[src/rtl/fsm_table_ctrl_pkg.sv]
// Shared types and layout constants for the table-driven FSM controller.
package fsm_table_ctrl_pkg;

  // Default geometry: 2-bit input symbol, 3-bit state/output.
  localparam int unsigned DEF_IN_W = 2;
  localparam int unsigned DEF_ST_W = 3;

  // Controller states; encodings are externally documented and must not move.
  typedef enum logic [1:0] {
    CT_IDLE = 2'd0,
    CT_LOAD = 2'd1,
    CT_RUN  = 2'd2,
    CT_HALT = 2'd3
  } ctrl_e;

  // Entry layout for the default geometry: {next_state, out}.
  localparam int unsigned ENTRY_NEXT_MSB = 5;
  localparam int unsigned ENTRY_NEXT_LSB = 3;
  localparam int unsigned ENTRY_OUT_MSB  = 2;
  localparam int unsigned ENTRY_OUT_LSB  = 0;

endpackage

[src/rtl/fsm_table_ctrl_ram.sv]
// Transition table: sync write, async read, plus per-entry valid mask.
module fsm_table_ram #(
  parameter int unsigned AW = 5,
  parameter int unsigned DW = 6
) (
  input  logic          clk,
  input  logic          reset,
  input  logic          we,
  input  logic [AW-1:0] waddr,
  input  logic [DW-1:0] wdata,
  input  logic [AW-1:0] raddr,
  output logic [DW-1:0] rdata,
  output logic          full
);

  localparam int unsigned Depth = 1 << AW;

  logic [DW-1:0]    mem [Depth];
  logic [Depth-1:0] mask_q;

  // Table storage is deliberately not reset; the mask tracks what is valid.
  always_ff @(posedge clk) begin
    if (we) mem[waddr] <= wdata;
  end

  // Valid mask: one bit per written entry, cleared only by reset.
  always_ff @(posedge clk or negedge reset) begin
    if (!reset)  mask_q <= '0;
    else if (we) mask_q[waddr] <= 1'b1;
  end

  // Combinational read and completeness flag.
  always_comb begin
    rdata = mem[raddr];
    full  = &mask_q;
  end

endmodule

[src/rtl/fsm_table_ctrl.sv]
// Load/run controller for a table-driven FSM with a bounded step budget.
module fsm_table_ctrl
  import fsm_table_ctrl_pkg::*;
#(
  parameter int unsigned IN_W      = DEF_IN_W,
  parameter int unsigned ST_W      = DEF_ST_W,
  parameter int unsigned MAX_STEPS = 255,
  parameter int unsigned INIT_ST   = 0
) (
  input  logic                 clk,
  input  logic                 reset,
  input  logic                 cfg_start,
  input  logic                 wr_valid,
  output logic                 wr_ready,
  input  logic [IN_W+ST_W-1:0] wr_addr,
  input  logic [2*ST_W-1:0]    wr_data,
  input  logic                 wr_last,
  input  logic                 run_en,
  input  logic                 stop,
  input  logic [IN_W-1:0]      a,
  input  logic                 a_valid,
  output logic [ST_W-1:0]      saida,
  output logic                 out_valid,
  output logic [ST_W-1:0]      state_q,
  output logic                 busy,
  output logic                 err
);

  localparam logic [ST_W-1:0] InitSt   = ST_W'(INIT_ST);
  localparam logic [7:0]      MaxCount = 8'(MAX_STEPS);

  ctrl_e             ctrl_q, ctrl_d;
  logic [ST_W-1:0]   state_d, saida_d;
  logic              out_valid_d, err_d;
  logic [7:0]        count_q, count_d, count_inc;
  logic [2*ST_W-1:0] entry;
  logic              tbl_full, wr_fire;

  fsm_table_ram #(
    .AW(IN_W + ST_W),
    .DW(2 * ST_W)
  ) u_ram (
    .clk  (clk),
    .reset(reset),
    .we   (wr_fire),
    .waddr(wr_addr),
    .wdata(wr_data),
    .raddr({a, state_q}),
    .rdata(entry),
    .full (tbl_full)
  );

  // Handshake and status decode.
  always_comb begin
    wr_ready  = (ctrl_q == CT_LOAD);
    wr_fire   = wr_valid & wr_ready;
    busy      = (ctrl_q == CT_LOAD) | (ctrl_q == CT_RUN);
    count_inc = count_q + 8'd1;
  end

  // Next-state logic for controller, FSM state, outputs and step budget.
  always_comb begin
    ctrl_d      = ctrl_q;
    state_d     = state_q;
    saida_d     = saida;
    out_valid_d = 1'b0;
    err_d       = err;
    count_d     = count_q;
    unique case (ctrl_q)
      CT_IDLE, CT_HALT: begin
        if (cfg_start) begin
          ctrl_d = CT_LOAD;
          err_d  = 1'b0;
        end else if (run_en) begin
          if (tbl_full) begin
            ctrl_d  = CT_RUN;
            state_d = InitSt;
            count_d = '0;
          end else begin
            err_d = 1'b1;
          end
        end
      end
      CT_LOAD: begin
        if (wr_fire && wr_last) ctrl_d = CT_IDLE;
      end
      CT_RUN: begin
        // stop wins over a pending symbol; nothing is consumed that cycle.
        if (stop) begin
          ctrl_d = CT_HALT;
        end else if (a_valid) begin
          state_d     = entry[2*ST_W-1:ST_W];
          saida_d     = entry[ST_W-1:0];
          out_valid_d = 1'b1;
          count_d     = count_inc;
          if (count_inc == MaxCount) ctrl_d = CT_HALT;
        end
      end
      default: ctrl_d = CT_IDLE;
    endcase
  end

  // State and output registers.
  always_ff @(posedge clk or negedge reset) begin
    if (!reset) begin
      ctrl_q    <= CT_IDLE;
      state_q   <= InitSt;
      saida     <= '0;
      out_valid <= 1'b0;
      err       <= 1'b0;
      count_q   <= '0;
    end else begin
      ctrl_q    <= ctrl_d;
      state_q   <= state_d;
      saida     <= saida_d;
      out_valid <= out_valid_d;
      err       <= err_d;
      count_q   <= count_d;
    end
  end

endmodule

[config.mk]
export PLATFORM = sky130hd
export DESIGN_NAME = fsm_table_ctrl
export DESIGN_NICKNAME = d
export VERILOG_FILES = /design/src/rtl/fsm_table_ctrl_pkg.sv /design/src/rtl/fsm_table_ctrl_ram.sv /design/src/rtl/fsm_table_ctrl.sv
export SDC_FILE = /design/constraint.sdc
export NUM_CORES = 1
export LEC_CHECK = 0
export ABC_CLOCK_PERIOD_IN_PS = 4200
export CAP_MARGIN = 20
export CORE_ASPECT_RATIO = 1.4
export CORE_MARGIN = 4
export CORE_UTILIZATION = 60
export DETAILED_ROUTE_END_ITERATION = 10
export PLACE_DENSITY = 0.78
export SYNTH_ARGS = -nofsm -noshare
export SYNTH_HDL_FRONTEND = slang
export SYNTH_SLANG_ARGS = --single-unit
[constraint.sdc]
create_clock -name clk -period 4.2 [get_ports clk]
set_clock_uncertainty 0.2 [all_clocks]
set_input_delay 0.84 -clock clk [delete_from_list [all_inputs] [get_ports clk]]
set_output_delay 0.84 -clock clk [all_outputs]
set_load 0.02 [all_outputs]
==> metrics.txt <==
status=finished, final reports clean; Post-DP HPWL=13460 um; Leak=approximately 0.0038 uW; PortBufs=30; GP Congestion=around 0.85; vias in the first global route=5365; IO Pins=31; layout net count=618; H-tree lvl count=1; register bit total from synthesis=~240; die height=roughly 160 um; Clk pin slew, worst setup/hold paths=0.06 ns; worst skew pair latency=approximately 0.50 ns; top post-synthesis cells by area=edfxtp_1, dfrtp_1, mux4_2, or2_2, nor2_1; VDD IR-drop max=between 0.5 and 0.6 mV; Slew headroom=26.87%; min-delay worst type=in2async; CP arrival=about 2.1 ns; initial antenna violation count=0; area grow syn2layout=13.65%; DRT iter0 DRCs=between 500 and 600; Syn Inst Count=~550; Comb pwr share=22.6%; PwrDens=590.8 nW/um2; TritonCTS clock tree=yes; Hold Buf Count CTS=0; max-slew violations=0; RSZ-0062 raised after global routing=false; register area share after synthesis=between 70 and 80%; synth warn=0; area leader, netlist=edfxtp_1; Top FF cell, synth=edfxtp_1; Multi-input gate area=between 2000 and 2500 um2; final hold slack=0.1704 ns; Avg Inst Size Synth=about 18 um2; Critical Path Sink Type=output pin; worst-path maximum fanout=21; worst-margin pin slew=about 1.1 ns; post-layout min period=about 3.1 ns; storage element area=7019 um2; post-synthesis net count=between 500 and 600; Crit path largest cell delay=between 0.8 and 0.9 ns; remaining antenna violation count after routing=0; Netlist cell types=47; # diodes=0; final setup fails=0; share of cells above drive strength 1=between 20% and 30%; site row count=54; Core Region=about 16000 um2; number of synthesized flops with an enable pin=about 190; GRT Util Overall=a little under a quarter; vias per inst=between 6 and 7; buffers and inverters on the worst path=1; most frequent cells in the layout=edfxtp_1, mux4_2, dfrtp_1; Seq pwr share=a little under half; Post-synth ARST share=about a fifth; Initial Util=around three fifths; Worst Path Required=between 3 and 4 ns; Post-CTS Setup Inserts=0; total wire length=between 20000 and 25000 um; filler cell count=between 900 and 1000; P_int=approximately 4700 uW; # DRC=0; gr ovfl total=0; drt first pass iters=5; startpoint types=register; clock share of power=between 30% and 40%; WS Path Type=reg2out; Synth Cell Area=approximately 9600 um2; global-route wire length before repair=about 32000 um; number of max-cap violations=0; maximum clock path buffer count=3; Final Hold Fails=0; Switching Share=approximately 28%; commonest non-fill, non-tap cell in the layout=edfxtp_1; Peak Freq=around 320 MHz; clk sink count=242; Root Buffer=clkbuf_16; mean routed wirelength per cell=25.28 um; Final period util=about three quarters; largest net degree at the start of global routing=33; Cell Chain, Critical Path=clkdlybuf4s50_1; via count=between 5000 and 6000; number of gates resized after cts=0; Num CTS Buffers=23; die footprint=~18000 um2; sw power=1779 uW; CP top delay family=flip-flops; Die X=about 110 um; area share of the largest cell type after synthesis=60.15%; slowest CP cell=dfrtp_2; final setup TNS=0 ns
-- cells in the mapped netlist (7+ instances only) --
cell type	instances
o22ai_1	16
nand3_1	9
nand4_1	9
mux4_2	48
dfrtp_1	50
nor2_1	42
nand2b_1	7
o21ai_1	9
or2_2	34
edfxtp_1	192
buf_4	8
buf_2	7
nand2_1	35
mux2i_1	8
inv_1	7
-- routing by layer --
layer  vias to the layer above  track usage (%)  part of all wire, %
li1                       2236                -                    -
met1                      2615            32.40                   38
met2                       256            40.41                   52
met3                        53            3.000                  7.0
met4                         0            6.991                  2.9
met5                         -                0                    0
-- worst paths after layout --
| check | to | slack, ns | depth (start not counted) | from |
|---|---|---|---|---|
| worst max-delay path | state_q[0] | 1.08 | 1 | state_q[0]$_DFFE_PN0P_ |
| worst max register to register | count_q[6]$_DFFE_PN0P_ | 1.28 | 6 | u_ram.mask_q[31]$_DFFE_PN0N_ |
| min in group clk | u_ram.mask_q[10]$_DFFE_PN0N_ | 0.27 | 1 | u_ram.mask_q[10]$_DFFE_PN0N_ |
| worst min register to register | u_ram.mask_q[10]$_DFFE_PN0N_ | 0.27 | 1 | u_ram.mask_q[10]$_DFFE_PN0N_ |
| worst min-delay path | count_q[4]$_DFFE_PN0P_ | 0.17 | 1 | reset |
| max in group asynchronous | u_ram.mask_q[9]$_DFFE_PN0N_ | 2.82 | 2 | reset |
-- cells by family after synthesis --
logic type	Yosys count	synth area share, %
compound gates	48	3.394
xor+xnor	2	0.1828
fa+ha+maj	4	0.5221
buf+inv	28	1.501
flops	242	73.20
mux	59	12.47
simple gates	163	8.733
-- through the flow --
| stage | instances | power, uW | util [%] | setup WS [ns] | cell area, um2 |
|---|---|---|---|---|---|
| floorplan | 546 | 4044 | - | 1.811 | 9585 |
| global placement | 759 | 4456 | 64.50 | 0.9678 | 10070 |
| detailed placement | 760 | 4509 | 64.60 | 0.9211 | 10080 |
| CTS | 801 | 6455 | 69.18 | 1.014 | 10800 |
| global route | 805 | 6704 | 69.80 | 0.9506 | 10890 |
| finish | 805 | 6437 | 69.80 | 1.083 | 10890 |
-- area by class of cell --
cell class                 instances  area share, %
clock buffer                      36          6.099
tap                              196          2.251
multi-input combinational        276          22.26
sequential                       242          64.43
inverter                           8         0.2756
clock inverter                     5         0.4594
timing repair buffer              42          4.226
-- power groups by stage --
stage	sequential, uW	combinational, uW	clock [uW]
2_1_floorplan	2980	1070	0
3_3_place_gp	3050	1400	0
3_5_place_dp	3070	1440	0
4_1_cts	3020	1450	1980
5_1_grt	3050	1560	2100
6_report	3020	1460	1960
-- registers in the layout, summed over array words and instances (netlist names) --
| signal | cells |
|---|---|
| err | 1 |
| count_q | 8 |
| state_q | 3 |
| u_ram.mem | 192 |
| saida | 3 |
| ctrl_q | 2 |
| u_ram.mask_q | 32 |
| out_valid | 1 |
Note: power is estimated with default switching activity, not from simulation.
